File: src/rtl/fp32_tb_pkg.sv
// Shared types, constants and helpers for the fp32 multiplier stimulus generator.
package fp32_tb_pkg;

  typedef enum logic [2:0] {
    StIdle,
    StCorner,
    StRandom,
    StDrain,
    StDone
  } state_e;

  localparam logic [31:0] LFSR_TAPS = 32'h80200003;

  // {x1, x2} per entry
  localparam logic [63:0] CORNER_TBL [8] = '{
    {32'h3F800000, 32'h3F800000},
    {32'h40000000, 32'h40400000},
    {32'hBFC00000, 32'h40000000},
    {32'h00000000, 32'h3F800000},
    {32'h3FFFFFFF, 32'h3FFFFFFF},
    {32'h7E800000, 32'h3F000000},
    {32'h00800000, 32'h40000000},
    {32'h3F800001, 32'h3F7FFFFF}
  };

  function automatic logic [31:0] lfsr_next(input logic [31:0] r);
    return r[0] ? ((r >> 1) ^ LFSR_TAPS) : (r >> 1);
  endfunction

  // Out-of-window exponents fold into [lo, lo+63], which the caller keeps inside [lo, hi].
  function automatic logic [7:0] fold_exp(input logic [7:0] e, input logic [7:0] lo,
                                          input logic [7:0] hi);
    if (e < lo || e > hi) return lo + {2'b00, e[5:0]};
    return e;
  endfunction

endpackage

File: src/rtl/fp32_mul_stim_gen_if.sv
// Stimulus/checker handshake bundle: operands, valid, end-of-run and run control.
interface fp32_mul_stim_gen_if #(
  parameter int unsigned CNT_W = 16
);
  logic             start;
  logic             pause;
  logic [31:0]      x1;
  logic [31:0]      x2;
  logic             val;
  logic             over;
  logic             busy;
  logic [CNT_W-1:0] vec_cnt;

  modport master (
    input  start, pause,
    output x1, x2, val, over, busy, vec_cnt
  );

  modport slave (
    output start, pause,
    input  x1, x2, val, over, busy, vec_cnt
  );
endinterface

File: src/rtl/fp32_lfsr_operand.sv
// Galois LFSR producing a normal-range fp32 operand from its post-step value.
module fp32_lfsr_operand
  import fp32_tb_pkg::*;
#(
  parameter logic [31:0] SEED   = 32'hACE12468,
  parameter logic [7:0]  EXP_LO = 8'd64,
  parameter logic [7:0]  EXP_HI = 8'd190
) (
  input  logic        clk,
  input  logic        rst,
  input  logic        load,
  input  logic        step,
  output logic [31:0] operand
);

  localparam logic [31:0] SeedNz = (SEED == 32'h0) ? 32'h1 : SEED;

  logic [31:0] lfsr_q;
  logic [31:0] lfsr_nxt;

  always_ff @(posedge clk or negedge rst) begin
    if (!rst) begin
      lfsr_q <= SeedNz;
    end else if (load) begin
      lfsr_q <= SeedNz;
    end else if (step) begin
      lfsr_q <= lfsr_nxt;
    end
  end

  always_comb begin
    lfsr_nxt = lfsr_next(lfsr_q);
    operand  = {lfsr_nxt[31], fold_exp(lfsr_nxt[30:23], EXP_LO, EXP_HI), lfsr_nxt[22:0]};
  end

endmodule

File: src/rtl/fp32_mul_stim_gen.sv
// Stimulus source for the fp32 multiplier: corner table, LFSR randoms, drain, then an over pulse.
module fp32_mul_stim_gen
  import fp32_tb_pkg::*;
#(
  parameter int unsigned NUM_RANDOM = 1000,
  parameter logic [31:0] SEED       = 32'hACE12468,
  parameter int unsigned LAT        = 4,
  parameter logic [7:0]  EXP_LO     = 8'd64,
  parameter logic [7:0]  EXP_HI     = 8'd190,
  parameter int unsigned CNT_W      = 16
) (
  input logic                 clk,
  input logic                 rst,
  fp32_mul_stim_gen_if.master bus
);

  localparam int unsigned     DrainW    = (LAT < 1) ? 1 : $clog2(LAT + 1);
  localparam logic [DrainW-1:0] DrainLast = DrainW'(LAT);
  localparam logic [CNT_W-1:0]  LastCnt   = CNT_W'(NUM_RANDOM + 7);

  state_e             state_q, state_d;
  logic [2:0]         idx_q, idx_d;
  logic [CNT_W-1:0]   cnt_q, cnt_d;
  logic [DrainW-1:0]  drain_q, drain_d;
  logic [31:0]        x1_q, x1_d, x2_q, x2_d;
  logic               val_q, val_d, over_q, over_d, busy_q, busy_d;
  logic               load, step;
  logic [31:0]        op_a, op_b;

  fp32_lfsr_operand #(
    .SEED   (SEED),
    .EXP_LO (EXP_LO),
    .EXP_HI (EXP_HI)
  ) u_lfsr_a (
    .clk     (clk),
    .rst     (rst),
    .load    (load),
    .step    (step),
    .operand (op_a)
  );

  fp32_lfsr_operand #(
    .SEED   (~SEED),
    .EXP_LO (EXP_LO),
    .EXP_HI (EXP_HI)
  ) u_lfsr_b (
    .clk     (clk),
    .rst     (rst),
    .load    (load),
    .step    (step),
    .operand (op_b)
  );

  always_comb begin
    state_d = state_q;
    idx_d   = idx_q;
    cnt_d   = cnt_q;
    drain_d = drain_q;
    x1_d    = x1_q;
    x2_d    = x2_q;
    val_d   = 1'b0;
    over_d  = 1'b0;
    load    = 1'b0;
    step    = 1'b0;
    unique case (state_q)
      StIdle, StDone: begin
        if (bus.start) begin
          load    = 1'b1;
          state_d = StCorner;
          idx_d   = 3'd0;
          cnt_d   = '0;
          drain_d = '0;
          // The first table entry goes out on the start edge itself unless paused.
          if (!bus.pause) begin
            {x1_d, x2_d} = CORNER_TBL[0];
            val_d        = 1'b1;
            idx_d        = 3'd1;
            cnt_d        = CNT_W'(1);
          end
        end
      end
      StCorner: begin
        if (!bus.pause) begin
          {x1_d, x2_d} = CORNER_TBL[idx_q];
          val_d        = 1'b1;
          idx_d        = idx_q + 3'd1;
          cnt_d        = cnt_q + CNT_W'(1);
          if (idx_q == 3'd7) state_d = (NUM_RANDOM == 0) ? StDrain : StRandom;
        end
      end
      StRandom: begin
        if (!bus.pause) begin
          step  = 1'b1;
          x1_d  = op_a;
          x2_d  = op_b;
          val_d = 1'b1;
          cnt_d = cnt_q + CNT_W'(1);
          if (cnt_q == LastCnt) state_d = StDrain;
        end
      end
      StDrain: begin
        if (!bus.pause) begin
          if (drain_q == DrainLast) begin
            over_d  = 1'b1;
            state_d = StDone;
          end else begin
            drain_d = drain_q + DrainW'(1);
          end
        end
      end
      default: state_d = StIdle;
    endcase
    busy_d = (state_d == StCorner) || (state_d == StRandom) || (state_d == StDrain);
  end

  always_ff @(posedge clk or negedge rst) begin
    if (!rst) begin
      state_q <= StIdle;
      idx_q   <= 3'd0;
      cnt_q   <= '0;
      drain_q <= '0;
      x1_q    <= 32'h0;
      x2_q    <= 32'h0;
      val_q   <= 1'b0;
      over_q  <= 1'b0;
      busy_q  <= 1'b0;
    end else begin
      state_q <= state_d;
      idx_q   <= idx_d;
      cnt_q   <= cnt_d;
      drain_q <= drain_d;
      x1_q    <= x1_d;
      x2_q    <= x2_d;
      val_q   <= val_d;
      over_q  <= over_d;
      busy_q  <= busy_d;
    end
  end

  assign bus.x1      = x1_q;
  assign bus.x2      = x2_q;
  assign bus.val     = val_q;
  assign bus.over    = over_q;
  assign bus.busy    = busy_q;
  assign bus.vec_cnt = cnt_q;

endmodule

File: src/flat_wrapper.sv
// flat-port wrapper written by rule: the top's interface ports become plain ports
module fp32_mul_stim_gen_flat import fp32_tb_pkg::*;
#(
  parameter int unsigned NUM_RANDOM = 1000,
  parameter logic [31:0] SEED       = 32'hACE12468,
  parameter int unsigned LAT        = 4,
  parameter logic [7:0]  EXP_LO     = 8'd64,
  parameter logic [7:0]  EXP_HI     = 8'd190,
  parameter int unsigned CNT_W      = 16
)
  (clk, rst, bus_start, bus_pause, bus_x1, bus_x2, bus_val, bus_over, bus_busy, bus_vec_cnt);
  fp32_mul_stim_gen_if #(.CNT_W(CNT_W)) bus_i ();
  input logic clk;
  input logic rst;
  input wire logic [$bits(bus_i.start)-1:0] bus_start;
  input wire logic [$bits(bus_i.pause)-1:0] bus_pause;
  output wire logic [$bits(bus_i.x1)-1:0] bus_x1;
  output wire logic [$bits(bus_i.x2)-1:0] bus_x2;
  output wire logic [$bits(bus_i.val)-1:0] bus_val;
  output wire logic [$bits(bus_i.over)-1:0] bus_over;
  output wire logic [$bits(bus_i.busy)-1:0] bus_busy;
  output wire logic [$bits(bus_i.vec_cnt)-1:0] bus_vec_cnt;
  assign bus_i.start = bus_start;
  assign bus_i.pause = bus_pause;
  assign bus_x1 = bus_i.x1;
  assign bus_x2 = bus_i.x2;
  assign bus_val = bus_i.val;
  assign bus_over = bus_i.over;
  assign bus_busy = bus_i.busy;
  assign bus_vec_cnt = bus_i.vec_cnt;
  fp32_mul_stim_gen #(.NUM_RANDOM(NUM_RANDOM), .SEED(SEED), .LAT(LAT), .EXP_LO(EXP_LO), .EXP_HI(EXP_HI), .CNT_W(CNT_W)) u_core (.clk(clk), .rst(rst), .bus(bus_i));
endmodule
File: config.mk
export PLATFORM = sky130hd
export DESIGN_NAME = fp32_mul_stim_gen_flat
export DESIGN_NICKNAME = d
export VERILOG_FILES = /design/src/rtl/fp32_tb_pkg.sv /design/src/rtl/fp32_mul_stim_gen_if.sv /design/src/rtl/fp32_lfsr_operand.sv /design/src/rtl/fp32_mul_stim_gen.sv /design/src/flat_wrapper.sv
export SDC_FILE = /design/constraint.sdc
export NUM_CORES = 1
export LEC_CHECK = 0
export CAP_MARGIN = 20
export CORE_MARGIN = 8
export CORE_UTILIZATION = 41
export DETAILED_ROUTE_END_ITERATION = 10
export PLACE_DENSITY = 0.61
export SETUP_SLACK_MARGIN = 0.05
export SYNTH_ARGS = -nofsm -noshare
export SYNTH_HDL_FRONTEND = slang
export SYNTH_SLANG_ARGS = --single-unit
File: constraint.sdc
create_clock -name clk -period 2.1 [get_ports clk]
set_clock_uncertainty 0.2 [all_clocks]
set_input_delay 0.42 -clock clk [delete_from_list [all_inputs] [get_ports clk]]
set_output_delay 0.42 -clock clk [all_outputs]
set_load 0.02 [all_outputs]
**Word-level counts from Yosys, hierarchy flattened**

Memory sizes are Yosys's and may differ from the RTL's.
Index checks and enable logic that the tools add are counted.

- Bits in registers: 156
- ROM bits: 512
- Bits of input ports: 4
- Output and inout bits: 83
- Logic and storage cells: 109
- Memories kept: 1

- $add $sub $neg: 5
- Magnitude comparators: 5
- Eq/ne operators: 17
- Multiplexer cells: 51
- Bitwise gates (word level): 3
- Reduce and logical (&&, ||, !) cells: 16

Memories:

| name | depth | bits a word | read ports | clocked after memory_dff | wr ports | line | source |
|---|---|---|---|---|---|---|---|
| (no name shown) | 8 | 64 | 1 | 0 | 0 | fp32_mul_stim_gen.sv:84 | `{x1_d, x2_d} = CORNER_TBL[idx_q];` |

Operator list:

| operator | count |
|---|---|
| $mux W32 | 12 |
| $pmux W32 S3 | 2 |
| $mux W64 | 2 |
| $mux W3 | 12 |
| $mux W16 | 2 |
| $mux W8 | 4 |
| $pmux W16 S2 | 1 |
| $add A16 B1 Y16 const B | 1 |
| $add A7 B6 Y8 const A | 2 |
| $eq A16 B10 Y1 const B | 1 |
| $gt A8 B8 Y1 const B | 2 |
| $lt A8 B7 Y1 const B | 2 |
| $ne A2 B2 Y1 const B | 7 |
| $eq A3 B2 Y1 const B | 4 |
| $mux W1 | 12 |
| $not A3 Y4 | 3 |
| $pmux W3 S2 | 2 |
| $pmux W3 S4 | 1 |
| $eq A3 B3 Y1 const B | 3 |
| $reduce_bool A2 Y1 | 4 |
| $add A3 B1 Y3 const B | 2 |
| $eq A3 B1 Y1 const B | 2 |
| $reduce_and A3 Y1 | 2 |
| $reduce_and A5 Y1 | 1 |
| other kinds (7) | 11 |

**Logic depth before layout (Yosys ltp)**

Gate-level depths: netlist of run 1.

- Depth after elaboration: 8
- Mapped depth: 7
- Mapped depth without buffers: 6

**By module**

Synthesis of run 1 repeated with hierarchy kept, for this count alone.

- Cell total of the unflattened synthesis: 682
- Area, all modules: 7,533.5 um2

By module, submodules not included:

| module | times used | cells each | area an instance (um2) |
|---|---|---|---|
| fp32_mul_stim_gen | 1 | 391 | 4,230.3 |
| fp32_lfsr_operand at u_core.u_lfsr_a | 1 | 146 | 1,659.1 |
| fp32_lfsr_operand at u_core.u_lfsr_b | 1 | 145 | 1,644.1 |

**Least setup slack after synthesis of run 1**

OpenSTA, ideal clock, no wires.

- Kind: reg2reg
- Start point: reg u_core.state_q[1]
- End point: reg u_core.x2_q[17], in the netlist u_core.bus.x2[17]
- Data arrival time: 1,622 ps
- Setup slack: 203 ps
- Stages on the path, launching flop included: 8
- Period minus slack after synthesis: 1,897 ps
- Path through: dfrtp_1 buf_6 or3b_1 buf_6 nor3b_4 buf_6 a21oi_1 o21ai_2

- Cells in the longest elaborated chain, start to end: 4

RTL lines:

| element | line | source |
|---|---|---|
| start, declared | fp32_mul_stim_gen.sv:21 | `state_e state_q, state_d;` |
| start signal, assigned | fp32_mul_stim_gen.sv:118 | `state_q <= StIdle;` |
| start signal, assigned | fp32_mul_stim_gen.sv:128 | `state_q <= state_d;` |
| $eq A3 B3 Y1 or $logic_not A3 Y1 (tied branches) | fp32_mul_stim_gen.sv:65 | `unique case (state_q)` |
| $reduce_or A2 Y1 | fp32_mul_stim_gen.sv:65 |  |
| $ne A2 B2 Y1 (no line) or $reduce_bool A3 Y1 (tied branches) | n/a |  |
| $reduce_and A5 Y1 (no line) | n/a |  |
| end signal, assigned | fp32_mul_stim_gen.sv:123 | `x2_q <= 32'h0;` |
| end signal, assigned | fp32_mul_stim_gen.sv:133 | `x2_q <= x2_d;` |
| end, declared | fp32_mul_stim_gen.sv:25 | `logic [31:0] x1_q, x1_d, x2_q, x2_d;` |

Parallel ways exist; a longest one is shown, timed or not.
A chain may end at the register's enable or synchronous reset.

**Worst setup path after layout of run 1**

- Start point: reg u_core.idx_q[1]
- End point: reg u_core.x2_q[29], in the netlist u_core.bus.x2[29]

- Cells in the longest elaborated chain, start to end: 6

RTL lines:

| element | line | source |
|---|---|---|
| start, declared | fp32_mul_stim_gen.sv:22 | `logic [2:0] idx_q, idx_d;` |
| start signal, assigned | fp32_mul_stim_gen.sv:129 | `idx_q <= idx_d;` |
| $not A3 Y4 (not written as such) | fp32_mul_stim_gen.sv:84 |  |
| $mem_v2 Z8 W64 | n/a |  |
| $mux W64 (not written as such) (2 in a row) | fp32_mul_stim_gen.sv:84 |  |
| $mux W32 | fp32_mul_stim_gen.sv:83 | `if (!bus.pause) begin` |
| $pmux W32 S3 | fp32_mul_stim_gen.sv:65 |  |

Every way passes these cells. The select of a mux whose other input is x is not followed.

==> flow_metrics.env, run 1 <==
export IMPL_core_area_um2=16600
export IMPL_combPwrFrac=0.397
export IMPL_yosysWarningCount=0
export IMPL_synth_area_um2=7000
export IMPL_rsz0062_at_grt="true"
export IMPL_critical_path_class="flip-flop to flip-flop"
export IMPL_wl_per_cell_um=16.8
export IMPL_final_core_util=0.550
export IMPL_p_sw_uw=5120
export IMPL_totalWireLength_um=17500
export IMPL_drv_slew=0
export IMPL_final_layout_size_suffix_gt1_frac=0.202
export IMPL_area_growth_pct=30.9
export IMPL_hold_viol=0
export IMPL_fin_crit_sh=0.966
export IMPL_critPathMaxFanout=6
export IMPL_drc=0
export IMPL_arrival_ps=2180
export IMPL_dr_first_iter_drc_count=356
export IMPL_portBuffers=86
export IMPL_crit_chain="inv_1 > ha_2 > mux2_2 > o211ai_1 > buf_4 > a21oi_1 > nor2_1"
export IMPL_die_w_um=147
export IMPL_final_nets=823
export IMPL_switching_share=0.370
export IMPL_crit_path_max_incr_delay_ps=410
export IMPL_die_area_um2=21500
export IMPL_critPathLaunchType="flip-flop"
export IMPL_slew_headroom=0.670
export IMPL_grt_first_pass_wirelength_um=29600
export IMPL_num_vias=5610
export IMPL_seq_power_share=0.377
export IMPL_htree_levels=4
export IMPL_num_antenna_cells=0
export IMPL_start_util=0.420
export IMPL_p_clk_frac=0.227
export IMPL_cpMaxStageDelayCell="dfrtp_1"
export IMPL_async_flop_share=1.00
export IMPL_grt_usage=0.168
export IMPL_placementRows=47
export IMPL_ys_seq_area_frac=0.564
export IMPL_max_clock_path_buffers=2
export IMPL_cts_clk_slew_worst_paths_ps=60
export IMPL_drtPass1Iterations=5
export IMPL_grt_max_degree=45
export IMPL_dp_hpwl_um=12300
export IMPL_vias_per_cell=5.38
export IMPL_synth_seq_cells=156
export IMPL_antenna_left=0
export IMPL_p_leak_uw=0.00429
export IMPL_antenna_found_initial=0
export IMPL_powerDensity_nw_per_um2=1510
export IMPL_cts_root_buf="clkbuf_16"
export IMPL_synth_fp_nets=708
export IMPL_cts_tree="yes"
export IMPL_synthDistinctLibCells=60
export IMPL_ir_drop_uv=687
export IMPL_die_h_um=147
export IMPL_p_int_uw=8720
export IMPL_ys_flop_type="dfrtp_1"
export IMPL_power_uw=13800
export IMPL_io_pins=87
export IMPL_setup_viol=0
export IMPL_worstMarginPinSlew_ps=491
export IMPL_finalSetupTns_ps=0
export IMPL_cts_made_buffers=17
export IMPL_min_path_type="flip-flop to flip-flop"
export IMPL_avgSynthCellArea_um2=10.1
export IMPL_grt_pass1_vias=5694
export IMPL_fmax_mhz=493
export IMPL_clkLatencyLatePin_ps=420
export IMPL_maxCapViolations=0
export IMPL_worst_setup_path_end_kind="flip-flop"
export IMPL_netlist_instances=695
export IMPL_place_congestion=0.884
export IMPL_cts_sinks=156
export IMPL_postLayoutCellArea_um2=9160
export IMPL_period_needed_ps=2030
export IMPL_synth_edf_count=0
export IMPL_overflow=0
export IMPL_place_area_um2=8470
export IMPL_required_ps=2250
export IMPL_status="finished, final reports clean"
[state kept, by name, indices dropped and copies added (netlist names)]
name,flops
u_core.bus.x2,32
u_core.u_lfsr_a.lfsr_q,32
u_core.u_lfsr_b.lfsr_q,32
u_core.bus.over,1
u_core.bus.val,1
u_core.bus.busy,1
u_core.idx_q,3
u_core.bus.vec_cnt,16
u_core.bus.x1,32
u_core.drain_q,3
u_core.state_q,3
[metrics by stage]
step | worst slack (ps) | hold WS [ps] | cells
CTS | 50.2 | 278 | 1042
floorplan | 203 | -75.6 | 695
global route | 14.2 | 300 | 1043
detailed placement | -363 | 132 | 1007
global placement | -294 | 130 | 1007
finish | 71.8 | 268 | 1043
[kinds of logic after synthesis]
logic type      count (synthesis)  synth area share
fa+ha+maj                       9            0.0161
buf+inv                        65            0.0460
compound gates                206             0.196
flops                         156             0.564
xor+xnor                       10            0.0136
simple gates                  247             0.162
mux                             2           0.00304
[critical path, delay by kind of cell, from the launching register on]
family / cells / cell delay, ps
multiplexers: 1 / 270
adder cells (fa/ha/maj): 1 / 330
buffers and inverters: 2 / 320
AO/OA/AOI/OAI: 2 / 330
flip-flops: 1 / 410
AND/OR/NAND/NOR: 1 / 100
[what timing repair did]
action	CTS	global route
resized for setup	30	29
setup buffers	2	1
hold buffers	1	0
pin swaps	1	3
endpoints found under the hold margin	30	0
setup endpoints to repair	40	97
[cell type report]
cell class              instances  area (um2)
clock buffers                  23         508
clock inverters                 9         108
fillers                      1436        7490
inverters                      10        37.5
multi-input cells             474        2780
flip-flops and latches        156        3950
well taps                     220         275
repair buffers                151        1510
[per-layer routing]
metal,vias to the layer above,track usage,part of all wire
li1,2687,-,-
met1,2769,0.222,0.47
met2,137,0.262,0.47
met3,17,0.0402,0.047
met4,0,0.0613,0.014
met5,-,0,0
[cells in the mapped netlist, drive strengths merged (4+ instances only)]
cell      n  area [um2]
a21oi    69         349
a221o    18         180
a22o     11        96.3
a31oi     4        25.0
buf      32         195
clkbuf   23        88.8
dfrtp   124        3100
dfstp    32         841
ha        9         113
inv      10        37.5
nand2   124         465
nand3    15        75.1
nand4     6        37.5
nor2     61         229
nor3      6        30.0
nor3b     6        66.3
o21a      5        37.5
o21ai    68         412
o31ai    11        82.6
or4       9        67.6
xor2      7        68.8
[cell usage in the layout, fill, tap and decap left out, types with 21 or more instances in the layout]
master and instances:
nor2_1 61, buf_4 51, dfrtp_1 122, dlygate4sd2_1 29, a21oi_1 67, o21ai_0 48
dfstp_2 32, dlymetal6s2s_1 21, nand2_1 124, clkdlybuf4s50_1 35
[power by group through the flow]
stage               clock network, uW  logic (uW)  registers, uW
floorplan                           0        2670           5650
CTS                              3200        5560           5220
finish                           3140        5490           5210
detailed placement                  0        5620           5260
global placement                    0        5500           5220
global route                     3310        6050           5370
[worst paths after layout]
path / end / cells after the start / from / slack [ps]
max: u_core.bus.x2[29] / 7 / u_core.idx_q[1] / 70
min: u_core.bus.x2[3] / 2 / u_core.bus.x2[3] / 270
max reg2reg: u_core.bus.x2[29] / 7 / u_core.idx_q[1] / 70
min reg2reg: u_core.bus.x2[3] / 2 / u_core.bus.x2[3] / 270
max in group asynchronous: u_core.state_q[0] / 3 / rst / 770
min in group asynchronous: u_core.bus.x1[30] / 2 / rst / 290
Power figures use the tool's default switching activity.
==> run 2, diff against run 1 <==
- CORE_UTILIZATION: 41 -> 54
- PLACE_DENSITY: 0.61 -> 0.77
==> run 2 against run 1 <==
Compared with the run above: register-to-register slack improved by 90 ps; combinational power about the same; utilization increased by 17 points; hold slack got worse by 15 ps; clock power increased by 4%; setup slack improved by 20 ps; total power increased by 0.84%; sequential power about the same; design area decreased by 0.26%; cell count decreased by 4.9%; clock-buffer cell count decreased by 5; critical path type is now flip-flop to output pin; largest power group unchanged.
==> flow_metrics.env, run 2 (synthesized netlist as in run 1, its figures left out) <==
export IMPL_min_path_type="input pin to async pin"
export IMPL_place_area_um2=8400
export IMPL_cts_tree="yes"
export IMPL_num_antenna_cells=0
export IMPL_final_core_util=0.724
export IMPL_cpMaxStageDelayCell="clkdlybuf4s50_1"
export IMPL_crit_chain="clkdlybuf4s50_1"
export IMPL_multi_input_area_um2=2800
export IMPL_overflow=0
export IMPL_cts_clk_slew_worst_paths_ps=60
export IMPL_maxCapViolations=0
export IMPL_crit_path_end="bus_x1[25]"
export IMPL_clkLatencyLatePin_ps=420
export IMPL_wl_per_cell_um=17.1
export IMPL_htree_levels=4
export IMPL_vias_per_cell=5.73
export IMPL_cts_made_buffers=17
export IMPL_num_vias=5688
export IMPL_ir_drop_uv=780
export IMPL_p_leak_uw=0.00428
export IMPL_area_growth_pct=30.5
export IMPL_antenna_found_initial=0
export IMPL_fillers=933
export IMPL_final_nets=820
export IMPL_layout_commonest_cell="nand2_1"
export IMPL_r2r_start="u_core.state_q[1]"
export IMPL_placementRows=41
export IMPL_worstMarginPinSlew_ps=585
export IMPL_status="finished, final reports clean"
export IMPL_portBuffers=86
export IMPL_grt_max_degree=55
export IMPL_cp_startpoint="u_core.bus.x1[25]"
export IMPL_die_area_um2=16900
export IMPL_die_h_um=130
export IMPL_r2r_end="u_core.bus.x1[24]"
export IMPL_mostFrequentLayoutCells="nand2_1, dfrtp_1, a21oi_1"
export IMPL_dr_first_iter_drc_count=413
export IMPL_required_ps=1480
export IMPL_antenna_left=0
export IMPL_grt_usage=0.209
export IMPL_start_util=0.554
export IMPL_critPathMaxFanout=2
export IMPL_critPathLaunchType="flip-flop"
export IMPL_r2r_slack_ps=160
export IMPL_postLayoutCellArea_um2=9130
export IMPL_place_congestion=0.842
export IMPL_drtPass1Iterations=5
export IMPL_arrival_ps=1390
export IMPL_path_buf_inv=1
export IMPL_cts_root_buf="clkbuf_16"
export IMPL_dp_hpwl_um=11200
export IMPL_fmax_mhz=498
export IMPL_max_clock_path_buffers=2
export IMPL_critical_path_class="flip-flop to output pin"
export IMPL_seqCellArea_um2=3950
export IMPL_hold_viol=0
export IMPL_die_w_um=130
export IMPL_cts_sinks=156
export IMPL_path_delay_family="buffers and inverters"
export IMPL_cp_num_cells=1
export IMPL_period_needed_ps=2010
export IMPL_core_area_um2=12600
export IMPL_crit_path_max_incr_delay_ps=610
export IMPL_final_layout_size_suffix_gt1_frac=0.200
export IMPL_worst_setup_path_end_kind="output pin"
export IMPL_drc=0
export IMPL_drv_slew=0
export IMPL_power_uw=14000
export IMPL_grt_first_pass_wirelength_um=27800
export IMPL_rsz0062_at_grt="false"
export IMPL_powerDensity_nw_per_um2=1530
export IMPL_totalWireLength_um=17000
export IMPL_io_pins=87
export IMPL_ff2ff_path_depth=6
export IMPL_fin_crit_sh=0.956
export IMPL_grt_pass1_vias=5507
export IMPL_slew_headroom=0.610
export IMPL_setup_viol=0
-- run 2: layout make-up --
class | count | share of cell area
Clock buffer | 18 | 0.0481
Clock inverter | 14 | 0.0210
Inverter | 10 | 0.00411
Multi-Input combinational cell | 474 | 0.306
Sequential cell | 156 | 0.432
Tap cell | 172 | 0.0236
Timing Repair Buffer | 148 | 0.165
-- run 2: metal layers --
layer / routed length (um) / global-route usage / vias up
met5: 0 / 0 / -
met4: 264 / 0.0792 / 0
met3: 1100 / 0.0575 / 25
met2: 8260 / 0.338 / 179
met1: 7380 / 0.262 / 2809
li1: - / - / 2675
-- run 2: timing repair --
action,4_1_cts,5_1_grt
gates cloned,0,0
buffers inserted,0,4
gates resized for setup,26,28
hold buffers,1,0
endpoints found under the hold margin,26,0
endpoints found under the setup margin,34,68
-- run 2: per-stage QoR --
stage                     TNS [ps]  cells  hold WS [ps]  setup WS [ps]
after floorplan                  0    695         -75.6            203
after global placement      -30680    955           125           -309
after detailed placement    -33800    955           130           -415
after CTS                        0    988           259           47.3
after global routing             0    992           280           51.9
final                            0    992           253           91.5
-- run 2: how the worst min path moves through the flow --
| stage | from | endpoint | slack, ps | cells after the start |
|---|---|---|---|---|
| finish | rst | u_core.bus.val | 250 | 2 |
| global route | rst | u_core.bus.val | 280 | 2 |
| CTS | rst | u_core.bus.val | 260 | 2 |
| detailed placement | rst | u_core.bus.val | 130 | 1 |
| global placement | rst | u_core.bus.val | 120 | 1 |
| floorplan | rst | u_core.bus.busy | -80 | 0 |
-- run 2: report_power, final --
group | leakage (uW) | switching (uW) | internal, uW
sequential | 0.00196 | 890 | 4320
combinational | 0.00202 | 3040 | 2440
clock | 0.000299 | 1250 | 2020
==> run 3, diff against run 2 <==
- clock period: 2.1 -> 2.2 ns (I/O delays scaled with it)
==> run 3 against run 2 <==
Compared with the run above: clock-buffer cell count rose by 2; critical path depth did not move; sequential power fell by 4.2%; largest power group unchanged; sequential cell count did not move; clock power fell by 17%.
==> flow_metrics.env, run 3 (synthesized netlist as in run 1, its figures left out) <==
export IMPL_status="finished, final reports clean"
export IMPL_place_congestion=0.868
export IMPL_combPwrFrac=0.405
export IMPL_htree_levels=4
export IMPL_die_area_um2=16900
export IMPL_postLayoutCellArea_um2=8930
export IMPL_grt_first_pass_wirelength_um=28000
export IMPL_seq_power_share=0.386
export IMPL_hold_ws_ps=274
export IMPL_critical_path_class="flip-flop to output pin"
export IMPL_drtPass1Iterations=5
export IMPL_portBuffers=86
export IMPL_place_inst=949
export IMPL_wl_met3_um=1010
export IMPL_io_pins=87
export IMPL_finalNonFillerCells=982
export IMPL_mostFrequentLayoutCells="nand2_1, dfrtp_1, clkdlybuf4s50_1"
export IMPL_met1_length_um=7410
export IMPL_fmax_mhz=476
export IMPL_cts_root_buf="clkbuf_16"
export IMPL_area_growth_pct=27.7
export IMPL_switching_share=0.379
export IMPL_clkLatencyLatePin_ps=420
export IMPL_place_area_um2=8370
export IMPL_slew_headroom=0.467
export IMPL_p_int_uw=8030
export IMPL_maxCapViolations=0
export IMPL_crit_path_max_incr_delay_ps=630
export IMPL_core_area_um2=12600
export IMPL_antenna_left=0
export IMPL_die_w_um=130
export IMPL_worst_setup_path_end_kind="output pin"
export IMPL_placementRows=41
export IMPL_cts_made_buffers=17
export IMPL_worstMarginPinSlew_ps=796
export IMPL_p_sw_uw=4910
export IMPL_final_layout_size_suffix_gt1_frac=0.181
export IMPL_antenna_found_initial=0
export IMPL_period_needed_ps=2100
export IMPL_rsz0062_at_grt="false"
export IMPL_top_layer="met4"
export IMPL_drv_slew=0
export IMPL_vias_per_cell=5.77
export IMPL_crit_chain="clkdlybuf4s50_1"
export IMPL_path_delay_family="buffers and inverters"
export IMPL_cpMaxStageDelayCell="clkdlybuf4s50_1"
export IMPL_num_antenna_cells=0
export IMPL_arrival_ps=1460
export IMPL_p_clk_frac=0.210
export IMPL_dp_hpwl_um=11500
export IMPL_wl_met2_um=7980
export IMPL_cts_sinks=156
export IMPL_critPathMaxFanout=5
export IMPL_grt_pass1_vias=5589
export IMPL_min_path_type="flip-flop to flip-flop"
export IMPL_totalWireLength_um=16700
export IMPL_cts_setup_buffers=0
export IMPL_ir_drop_uv=697
export IMPL_die_h_um=130
export IMPL_hold_viol=0
export IMPL_fillers=947
export IMPL_path_buf_inv=1
export IMPL_dr_first_iter_drc_count=446
export IMPL_cts_clk_slew_worst_paths_ps=60
export IMPL_critPathLaunchType="flip-flop"
export IMPL_grt_max_degree=47
export IMPL_fin_crit_sh=0.956
export IMPL_p_leak_uw=0.00389
export IMPL_grt_usage=0.210
export IMPL_drc=0
export IMPL_layout_commonest_cell="nand2_1"
export IMPL_final_nets=810
export IMPL_num_vias=5664
export IMPL_powerDensity_nw_per_um2=1450
export IMPL_required_ps=1560
export IMPL_start_util=0.554
export IMPL_setup_viol=0
export IMPL_wl_per_cell_um=17.0
export IMPL_cts_tree="yes"
export IMPL_overflow=0
export IMPL_max_clock_path_buffers=2
run 3: cell count changes in the layout (fill, tap and decap cells not counted), moves of 3 or more:
| cell | before | now |
|---|---|---|
| clkdlybuf4s50_1 | 40 | 71 |
| dlymetal6s2s_1 | 21 | 5 |
| dlygate4sd2_1 | 24 | 9 |
| buf_4 | 48 | 37 |
| bufinv_16 | 4 | 0 |
| clkinv_4 | 0 | 3 |
run 3: through the flow:
step            util  TNS [ps]  setup WS, ps  total power [uW]
2_1_floorplan      -         0           286              7950
3_3_place_gp   0.663    -13410          -184             10100
3_5_place_dp   0.663    -16000          -250             10300
4_1_cts        0.707         0          52.7             13100
5_1_grt        0.708         0          52.4             13700
6_report       0.708         0          97.6             12900
run 3: routing by layer:
metal	track usage	vias to the layer above
met3	0.0530	23
met2	0.337	176
li1	-	2665
met1	0.270	2800
met4	0.0806	0
met5	0	-
run 3: repair_timing:
| action | CTS | global route |
|---|---|---|
| hold endpoints to repair | 39 | 0 |
| hold buffers | 1 | 0 |
| cloned | 0 | 0 |
| setup endpoints to repair | 9 | 77 |
| resized for setup | 9 | 7 |
run 3: path summary, 6_finish.rpt:
check | start | to | slack, ps | cells after the start
worst max-delay path | u_core.bus.vec_cnt[14] | bus_vec_cnt[14] | 100 | 1
worst min-delay path | u_core.bus.x2[18] | u_core.bus.x2[18] | 270 | 2
worst max register to register | u_core.bus.vec_cnt[0] | u_core.bus.vec_cnt[10] | 160 | 4
worst min register to register | u_core.bus.x2[18] | u_core.bus.x2[18] | 270 | 2
max in group asynchronous | rst | u_core.u_lfsr_b.lfsr_q[28] | 810 | 3
min in group asynchronous | rst | u_core.bus.val | 320 | 2
run 3: layout make-up:
type / instances / area (um2) / area share
clock inverter: 12 / 91.3 / 0.0102
inverter: 10 / 37.5 / 0.00420
multi-input combinational: 474 / 2770 / 0.310
timing repair buffer: 138 / 1420 / 0.159
sequential: 156 / 3950 / 0.442
tap: 172 / 215 / 0.0241
clock buffer: 20 / 457 / 0.0511
run 3: power groups by stage:
| stage | combinational, uW | clock [uW] | sequential, uW |
|---|---|---|---|
| floorplan | 2550 | 0 | 5400 |
| global placement | 5160 | 0 | 4980 |
| detailed placement | 5280 | 0 | 5020 |
| CTS | 5300 | 2760 | 4990 |
| global route | 5730 | 2860 | 5150 |
| finish | 5240 | 2710 | 4990 |
